$ cat src/rtl/pipe_addsub_n.sv
// Pipelined N-bit adder/subtractor: the carry chain is cut into STAGES slices,
// one register rank per slice, with valid/ready flow control on both ends.
module pipe_addsub_n #(
  parameter int WIDTH  = 8,
  parameter int STAGES = 4
) (
  input  logic             clk,
  input  logic             rst,
  input  logic             in_valid,
  output logic             in_ready,
  input  logic [WIDTH-1:0] a,
  input  logic [WIDTH-1:0] b,
  input  logic             cin,
  input  logic             sub,
  output logic             out_valid,
  input  logic             out_ready,
  output logic [WIDTH-1:0] sum,
  output logic             cout,
  output logic             ovf,
  output logic             zero
);

  localparam int WS = WIDTH / STAGES;

  if (STAGES < 1 || (WIDTH % STAGES) != 0) begin : g_param_check
    $error("pipe_addsub_n: WIDTH (%0d) must be a multiple of STAGES (%0d)", WIDTH, STAGES);
  end

  // Handshake: a transfer happens on a rising edge where valid & ready are both
  // high. The whole pipe advances together (en); a stalled output stalls input.
  logic             en;
  logic [WIDTH-1:0] b_eff;
  logic             c0;

  assign b_eff = sub ? ~b : b;
  assign c0    = sub ? ~cin : cin;

  for (genvar k = 0; k < STAGES; k++) begin : g_stage
    // Stage k sees only operand bits from slice k upward; lower slices are done.
    localparam int AW = WIDTH - k * WS;

    logic [AW-1:0]         a_src;
    logic [AW-1:0]         b_src;
    logic                  c_src;
    logic                  v_src;
    logic                  am_src;
    logic                  bm_src;
    logic [(k+1)*WS-1:0]   s_next;
    logic [WS:0]           slice;

    logic                  v_q;
    logic                  c_q;
    logic                  am_q;
    logic                  bm_q;
    logic [(k+1)*WS-1:0]   s_q;

    assign slice = {1'b0, a_src[WS-1:0]} + {1'b0, b_src[WS-1:0]} + {{WS{1'b0}}, c_src};

    if (k == 0) begin : g_first
      assign a_src  = a;
      assign b_src  = b_eff;
      assign c_src  = c0;
      assign v_src  = in_valid;
      assign am_src = a[WIDTH-1];
      assign bm_src = b_eff[WIDTH-1];
      assign s_next = slice[WS-1:0];
    end else begin : g_next
      assign a_src  = g_stage[k-1].g_fwd.a_q;
      assign b_src  = g_stage[k-1].g_fwd.b_q;
      assign c_src  = g_stage[k-1].c_q;
      assign v_src  = g_stage[k-1].v_q;
      assign am_src = g_stage[k-1].am_q;
      assign bm_src = g_stage[k-1].bm_q;
      assign s_next = {slice[WS-1:0], g_stage[k-1].s_q};
    end

    always_ff @(posedge clk or posedge rst) begin
      if (rst) begin
        v_q  <= 1'b0;
        c_q  <= 1'b0;
        am_q <= 1'b0;
        bm_q <= 1'b0;
        s_q  <= '0;
      end else if (en) begin
        v_q  <= v_src;
        c_q  <= slice[WS];
        am_q <= am_src;
        bm_q <= bm_src;
        s_q  <= s_next;
      end
    end

    if (k < STAGES - 1) begin : g_fwd
      logic [AW-WS-1:0] a_q;
      logic [AW-WS-1:0] b_q;

      always_ff @(posedge clk or posedge rst) begin
        if (rst) begin
          a_q <= '0;
          b_q <= '0;
        end else if (en) begin
          a_q <= a_src[AW-1:WS];
          b_q <= b_src[AW-1:WS];
        end
      end
    end
  end

  assign out_valid = g_stage[STAGES-1].v_q;
  assign sum       = g_stage[STAGES-1].s_q;
  assign cout      = g_stage[STAGES-1].c_q;
  assign ovf       = (g_stage[STAGES-1].am_q == g_stage[STAGES-1].bm_q) &
                     (sum[WIDTH-1] != g_stage[STAGES-1].am_q);
  assign zero      = ~|sum;

  assign en        = ~out_valid | out_ready;
  assign in_ready  = en;

endmodule
$ cat config.mk
export PLATFORM = sky130hd
export DESIGN_NAME = pipe_addsub_n
export DESIGN_NICKNAME = d
export VERILOG_FILES = /design/src/rtl/pipe_addsub_n.sv
export SDC_FILE = /design/constraint.sdc
export NUM_CORES = 1
export LEC_CHECK = 0
export CAP_MARGIN = 20
export CORE_MARGIN = 4
export CORE_UTILIZATION = 30
export DETAILED_ROUTE_END_ITERATION = 8
export HOLD_SLACK_MARGIN = 0.15
export PLACE_DENSITY = 0.51
export SYNTH_ARGS = -nofsm -noshare
export SYNTH_HDL_FRONTEND = slang
export SYNTH_SLANG_ARGS = --single-unit
$ cat constraint.sdc
create_clock -name clk -period 1.9 [get_ports clk]
set_input_delay 0.19 -clock clk [delete_from_list [all_inputs] [get_ports clk]]
set_output_delay 0.19 -clock clk [all_outputs]
set_load 0.01 [all_outputs]
==> results of run 1 <==
worst register-to-register path, delay by kind of cell (launching register included):
| family | cells | cell delay (ps) |
|---|---|---|
| buffers and inverters | 1 | 60 |
| AOI/OAI and AO/OA | 1 | 60 |
| DFF | 1 | 360 |
| adders and majority gates | 2 | 960 |
area by class of cell:
type,count,area (um^2),area share
Sequential cell,54,1350,0.437
Clock inverter,2,13.8,0.00445
Multi-Input combinational cell,86,1030,0.333
Tap cell,105,131,0.0424
Timing Repair Buffer,43,428,0.138
Inverter,18,67.6,0.0218
Clock buffer,6,72.6,0.0234
flip-flops by register name, indices dropped and copies added (netlist names):
signal,cells
g_stage.s_q,12
sum,8
g_stage.v_q,3
g_stage.bm_q,4
g_stage.g_fwd.a_q,9
g_stage.g_fwd.b_q,9
cout,1
g_stage.c_q,3
out_valid,1
g_stage.am_q,4
report_power, final:
group / switching, W / internal [W]
Clock: 0.000368 / 0.000261
Combinational: 0.000705 / 0.00121
Sequential: 0.000306 / 0.00167
Total: 0.00138 / 0.00313
stage by stage:
| step | power [W] | utilization | setup WS, ps | setup TNS [ps] |
|---|---|---|---|---|
| after global placement | 0.00389 | 0.365 | -197 | -197 |
| after global routing | 0.00485 | 0.375 | 48.9 | 0 |
| after detailed placement | 0.00394 | 0.365 | -209 | -209 |
| final | 0.00451 | 0.375 | 136 | 0 |
| after CTS | 0.00458 | 0.375 | 72.5 | 0 |
| after floorplan | 0.00336 | - | 162 | 0 |
per-layer routing:
metal,up-vias,share of wire
li1,633,-
met1,634,0.54
met2,33,0.41
met3,2,0.049
met4,0,0.0053
met5,-,0
cell families (layout without fill, tap and decap cells):
family | Yosys count | count (layout) | share of synthesized area
flops | 54 | 54 | 0.527
mux | 45 | 45 | 0.249
buf+inv | 26 | 69 | 0.0703
simple gates | 15 | 15 | 0.0425
compound gates | 9 | 9 | 0.0181
xor+xnor | 9 | 9 | 0.0308
fa+ha+maj | 8 | 8 | 0.0625
layout by cell type, fill, tap and decap left out, drive strengths merged, types with 3 or more instances in the layout:
| cell | netlist | layout |
|---|---|---|
| xnor2 | 4 | 4 |
| mux2i | 4 | 4 |
| xor2 | 5 | 5 |
| fa | 8 | 8 |
| inv | 18 | 18 |
| clkdlybuf4s50 | 0 | 33 |
| mux2 | 41 | 41 |
| clkbuf | 0 | 7 |
| buf | 8 | 9 |
| a21oi | 8 | 8 |
| nor3b | 8 | 8 |
| nand2b | 3 | 3 |
| dfrtp | 54 | 54 |
path summary, 6_finish.rpt:
path                                                  to  slack, ps  cells after the start
max in group asynchronous     g_stage[1].c_q$_DFFE_PP0P_       1230                      3
min                          g_stage[0].am_q$_DFFE_PP0P_        180                      2
min in group clk                   out_valid$_DFFE_PP0P_        480                      1
min reg2reg                        out_valid$_DFFE_PP0P_        480                      1
max                        g_stage[0].s_q[1]$_DFFE_PP0P_        140                      6
max reg2reg                g_stage[1].s_q[3]$_DFFE_PP0P_        370                      4
==> results summary, run 1 <==
The total buffers and inverters traversed by the critical path came out at 2. The horizontal die dimension is 100 um. In this run the cell area measured after placement is 3010 um^2.

The clock-pin slew on the worst setup and hold paths is 100 ps. For the pin with the worst max-slew slack, the measured transition is 398 ps. By instance count, the leading cell after synthesis is sky130_fd_sc_hd__dfrtp_1. The number of hold violations in the final report came out at 0. The stage delay of the slowest cell on the critical path is 470 ps.

In this design, the largest share of critical-path delay is due to adder cells. met1 is the most crowded layer. The fraction of synthesis flops using an asynchronous set or reset pin came out at 1.00. The share of the Yosys chip area taken by registers is 0.527.

The hold buffer count at cts came out at 0. Hold is met by 176 ps. The count of inserted antenna diode cells came out at 0.

The most used flip-flop cell after synthesis is sky130_fd_sc_hd__dfrtp_1. The final number of setup-violating endpoints is 0. The total number of yosys warnings came out at 0. The cell sitting at the root of the clock tree is a sky130_fd_sc_hd__clkbuf_8. The critical path goes through clkdlybuf4s50_1, xnor2_1, fa_1, inv_1, fa_1, mux2_2. The row count is 33. The count of boundary I/O pins is 35. The worst relative slew slack is 0.734. The tightest min-delay check is of the primary input to async pin type. In this run, synthesis inferred 0 flip-flops with an integrated enable. The leftover overflow at the end of global routing is 0. The final cell area excluding filler cells is 3100 um^2. The initial core utilization is 0.310. The final RePlAce weighted congestion came out at 0.700. The top achievable clock speed came out at 0.567 GHz. On the critical path, the stage with the largest delay is an instance of sky130_fd_sc_hd__clkdlybuf4s50_1. The flow ran to the end, and the final reports show no timing, DRC or antenna violations. The number of buffers between clock root and the deepest sink is 2. In the global route stage, met2 resource usage came out at 0.120. Of all cell types, the one taking the most synthesized area is sky130_fd_sc_hd__dfrtp_1.

The final critical path time including I/O delays and setup is 1760 ps. The top cell type's share of synthesized area is 0.527. In this run the post-CTS setup repair buffer count came out at 0. Across the VDD grid, the largest voltage drop is 362 uV.

The worst path required time is 2090 ps. When the netlist entered floorplanning its net count stood at 196. Across the routed clock network, the largest skew measured is 8.82 ps. The DRC violations left came out at 0.

The number of distinct library cells after synthesis came out at 19. The commonest cells after synthesis are sky130_fd_sc_hd__dfrtp_1 (54), sky130_fd_sc_hd__mux2_4 (36), sky130_fd_sc_hd__inv_1 (18). The total of cells resized after clock tree synthesis came out at 1.

The number of placed instances, taps included, is 306. In this run the critical register-to-register path is launched from g_stage[0].c_q$_DFFE_PP0P_. The post-synthesis instance area is 2560 um^2. The initial detailed-routing violation count came out at 12. The number of global-route vias before repair is 1396.

The via count of the routed design is 1302. The detailed-route wire length per cell came out at 12.7 um. The first-pass iteration count of the detailed router is 4.

The number of max-slew violations in the final report is 0. The clock insertion delay at the later pin of the skew report came out at 300 ps. The final worst-path cycle share is 0.929. The met3 track utilization from global routing came out at 0.0243. The leakage power is 1.44 nW. The fraction of layout instances using a drive strength above 1 is 0.287. The die extent in y came out at 100 um. In this run the worst path has a maximum fanout of 3.

The global-route wire length before repair came out at 6910 um. The mean instance size in the synthesized netlist is 15.4 um^2. The number of maximum-capacitance constraint violations is 0. By area the synthesized netlist is led by sky130_fd_sc_hd__dfrtp_1 (53%), sky130_fd_sc_hd__mux2_4 (21%), sky130_fd_sc_hd__fa_1 (6.3%). The number of vias per cell after detailed routing is 4.15. The power density relative to cell area came out at 1460 nW/um^2. The worst setup path is captured at a register. The number of instances in the synthesized netlist is 166. Counting stages on the worst path, the most repeated cell is sky130_fd_sc_hd__fa_1. The number of synthesized register bits is 54. The number of sinks driven by the clock tree came out at 54. The die covers 10100 um^2. The region available for standard cell placement spans 8260 um^2. The post-DP HPWL came out at 2910 um.

The port buffer count came out at 34. Counting the fill cells in the layout gives 828. The number of antenna violations at the first check in global routing is 0. The count of placed standard cells in the final layout, fillers left out came out at 314. The count of nets left with antenna violations after detail routing is 0. The largest net degree at the start of global routing came out at 33. The critical path launch point is sub. The number of clock buffers added by TritonCTS is 5. STA classifies the critical path startpoint as a primary input. In the global route stage, overall resource usage came out at 0.0872. The total wire length after detailed routing is 3990 um. The H-tree was split into 2 levels. The arrival time at the worst endpoint came out at 1960 ps. TritonCTS built the clock tree. From synthesis to final layout, the design area changed by 20.8%. Setup repair after global routing left no endpoint under its margin. By startpoint and endpoint, the worst setup path is classified as primary input to register. The met1 usage in global routing is 0.132. The count of nets after finishing came out at 238.
(Power assumes the default switching activity.)
==> run 2, diff against run 1 <==
Settings changed: SLEW_MARGIN set to 25.
==> results of run 2 <==
Same layout as run 1: the final DEF is identical, and so are final timing and power.
==> run 3, diff against run 2 <==
--- a/config.mk
+++ b/config.mk
@@ -9,4 +9,5 @@
 export CORE_MARGIN = 4
 export CORE_UTILIZATION = 30
+export CTS_BUF_LIST = sky130_fd_sc_hd__clkbuf_8
 export DETAILED_ROUTE_END_ITERATION = 8
 export HOLD_SLACK_MARGIN = 0.15
==> constraint.sdc (replaced) <==
create_clock -name clk -period 1.9 [get_ports clk]
set_input_delay 0.19 -clock clk [delete_from_list [all_inputs] [get_ports clk]]
set_output_delay 0.19 -clock clk [all_outputs]
set_load 0.05 [all_outputs]
==> results summary, run 3 (synthesis gave the netlist of run 1 again) <==
The actual slew at the worst max-slew pin is 492 ps (+94.0 ps). The global-route wire length before repair came out at 6640 um (-4.0%). The share of total power consumed by net switching came to 0.352 (+0.0462). The number of flip-flops in the largest register came out at 12 (unchanged).

The arrival time at the worst endpoint is 1980 ps (+20 ps). The critical-path maximum fanout came out at 4 (+1). The cell depth of the worst flop-to-flop path came to 4 (unchanged).

STA classifies the critical path endpoint as a register. The setup slack of the worst register-to-register path is 340 ps (-30 ps). The initial core utilization is 0.310 (unchanged). The worst register-to-register path begins at g_stage[0].c_q$_DFFE_PP0P_. The leftover overflow at the end of global routing was 0 (unchanged). The number of sinks driven by the clock tree is 54 (unchanged). The clock insertion delay at the later pin of the skew report came out at 300 ps (about the same). The power dissipated by switching net loads is 0.00177 W (+29%).

In the layout the commonest cells are sky130_fd_sc_hd__dfrtp_1 (54), sky130_fd_sc_hd__mux2_4 (36), sky130_fd_sc_hd__clkdlybuf4s50_1 (30), sky130_fd_sc_hd__inv_1 (18). The most numerous cell type found on the critical path is sky130_fd_sc_hd__fa_1. The via count of the routed design came out at 1295 (-0.54%). The count of nets after finishing is 237 (-0.42%). The area of the core is 8260 um^2 (unchanged). The leakage power came out at 1.47 nW (+1.9%). The final worst-path cycle share came out at 0.943 (+0.0145).

The worst setup skew after layout came to 6.79 ps (-2.03 ps). The fraction of layout instances using a drive strength above 1 came to 0.303 (+0.0158). The total power of the final layout is 0.00504 W (+12%). The top achievable clock speed came out at 0.558 GHz (-1.5%).

The number of buffers between clock root and the deepest sink is 2 (unchanged). The top cell family by delay on the critical path is adder cells. The number of antenna violations at the first check in global routing came out at 0 (unchanged). The port buffer count is 34 (unchanged). The largest net degree at the start of global routing came to 55 (+67%). The clock-pin slew on the worst setup and hold paths is 100 ps (about the same).

The worst setup path is launched from a primary input. The global routing usage summed across all routing layers is 0.0860 (-0.00121). The final standard cell utilization of the core is 0.383 (+0.00773).

The post-DP HPWL came out at 2840 um (-2.4%). The critical path goes through clkdlybuf4s50_1, xnor2_1, fa_1, inv_1, fa_1, mux2_2. The fraction of power consumed by the clock network came out at 0.150 (+0.011). The final RePlAce weighted congestion came out at 0.673 (-3.8%). The cell sitting at the root of the clock tree is a sky130_fd_sc_hd__clkbuf_8. TritonCTS built the clock tree.

The die extent in y is 100 um (unchanged). The total of cells resized after clock tree synthesis came out at 0 (-1). The number of max-slew violations in the final report came out at 0 (unchanged). The largest registers in the layout are g_stage.s_q: 12 flops, g_stage.g_fwd.a_q: 9 flops, g_stage.g_fwd.b_q: 9 flops. The hold buffer count at cts was 0 (unchanged). The worst path required time is 2090 ps (about the same).

The power density relative to cell area came to 1600 nW/um^2 (+9.5%). The cell-internal power was 0.00327 W (+4.4%). The initial detailed-routing violation count is 41 (+29). The logic gate share of total power is 0.453 (+0.030). Relative to the synthesized area, the layout overhead comes to 23.3%. The count of nets left with antenna violations after detail routing was 0 (unchanged). The TritonCTS buffer count came to 5 (unchanged). The number of vias per cell after detailed routing came out at 4.14 (-0.22%).

The worst voltage drop across the vdd grid came out at 475 uV (+31%). The flow ran to the end, and the final reports show no timing, DRC or antenna violations. The class of the worst hold path is primary input to async pin.

The library cell used most frequently in the layout, excluding fill and tap cells, is sky130_fd_sc_hd__dfrtp_1. The standard cell with the maximum stage delay on the critical path is sky130_fd_sc_hd__clkdlybuf4s50_1. The detailed-route wire length per cell came out at 12.9 um (+1.9%). The die area is 10100 um^2 (unchanged). The number of hold violations in the final report was 0 (unchanged). Setup repair after global routing left no endpoint under its margin. The DRC violations left is 0 (unchanged).

The number of maximum-capacitance constraint violations is 0 (unchanged). The number of global-route vias before repair is 1263 (-9.5%). The final number of setup-violating endpoints is 0 (unchanged). The horizontal die dimension came to 100 um (unchanged).

The final critical path time including I/O delays and setup is 1790 ps (+27.6 ps). The first-pass iteration count of the detailed router came out at 4 (unchanged). The stage delay of the slowest cell on the critical path came out at 490 ps (+20 ps).

The count of inserted antenna diode cells is 0 (unchanged). The worst relative slew slack is 0.671 (-0.0633). The portion of total power attributed to sequential cells came out at 0.398 (-0.039).

The final cell area excluding filler cells was 3160 um^2 (+2.1%). The worst hold slack came to 233 ps (+57.5 ps). More flip-flops sit in one register than any other, and that register is g_stage.s_q.

The deepest level of the CTS H-tree is 2 (unchanged). The count of boundary I/O pins came out at 35 (unchanged). The class of the most critical setup path is primary input to register. The total wire length after detailed routing came out at 4050 um (+1.6%).

The row count is 33 (unchanged). The total buffers and inverters traversed by the critical path came out at 2 (unchanged). The buffers inserted during post-CTS setup optimization is 0 (unchanged). In this run the critical register-to-register path is captured at g_stage[1].s_q[3]$_DFFE_PP0P_. The placed standard-cell area is 3050 um^2 (+1.2%).
==> run 3: tightest hold or removal path, cell delays in order <==
cell and delay [ps]:
sky130_fd_sc_hd__clkdlybuf4s50_1 410, sky130_fd_sc_hd__inv_2 70, sky130_fd_sc_hd__buf_12 260
==> run 3: power by group through the flow <==
stage / Clock, W / Combinational (W) / Sequential [W]
after floorplan: 0 / 0.00145 / 0.00230
final: 0.000756 / 0.00228 / 0.00201
after global routing: 0.000835 / 0.00244 / 0.00209
after CTS: 0.000798 / 0.00232 / 0.00202
after detailed placement: 0 / 0.00231 / 0.00204
after global placement: 0 / 0.00227 / 0.00203
==> run 3: layer usage <==
| metal | share of wire | GRT usage | wire [um] |
|---|---|---|---|
| met1 | 0.51 | 0.128 | 2080 |
| met2 | 0.41 | 0.116 | 1670 |
| met3 | 0.058 | 0.0243 | 235 |
| met4 | 0.017 | 0.0373 | 70 |
| met5 | 0 | 0 | 0 |
==> run 3: worst max path at each step <==
| stage | start | endpoint | slack [ps] | cells after the start |
|---|---|---|---|---|
| after floorplan | sum[4]$_DFFE_PP0P_ | zero | 120 | 2 |
| after global placement | sub | g_stage[0].s_q[1]$_DFFE_PP0P_ | -230 | 6 |
| after detailed placement | sub | g_stage[0].s_q[1]$_DFFE_PP0P_ | -230 | 6 |
| after CTS | sub | g_stage[0].s_q[1]$_DFFE_PP0P_ | 100 | 6 |
| after global routing | sub | g_stage[0].s_q[1]$_DFFE_PP0P_ | 50 | 6 |
| final | sub | g_stage[0].s_q[1]$_DFFE_PP0P_ | 110 | 6 |
==> run 3: per-stage QoR <==
| stage | setup WS [ps] | instances | setup TNS [ps] |
|---|---|---|---|
| 6_report | 108 | 313 | 0 |
| 5_1_grt | 52.7 | 313 | 0 |
| 4_1_cts | 98.2 | 313 | 0 |
| 3_5_place_dp | -231 | 305 | -263 |
| 3_3_place_gp | -226 | 305 | -236 |
| 2_1_floorplan | 117 | 166 | 0 |
==> run 3: area by class of cell <==
type	instances	area (um^2)
Clock buffer	5	68.8
Clock inverter	3	41.3
Fill cell	801	5100
Inverter	18	67.6
Multi-Input combinational cell	86	1030
Sequential cell	54	1350
Tap cell	105	131
Timing Repair Buffer	42	465
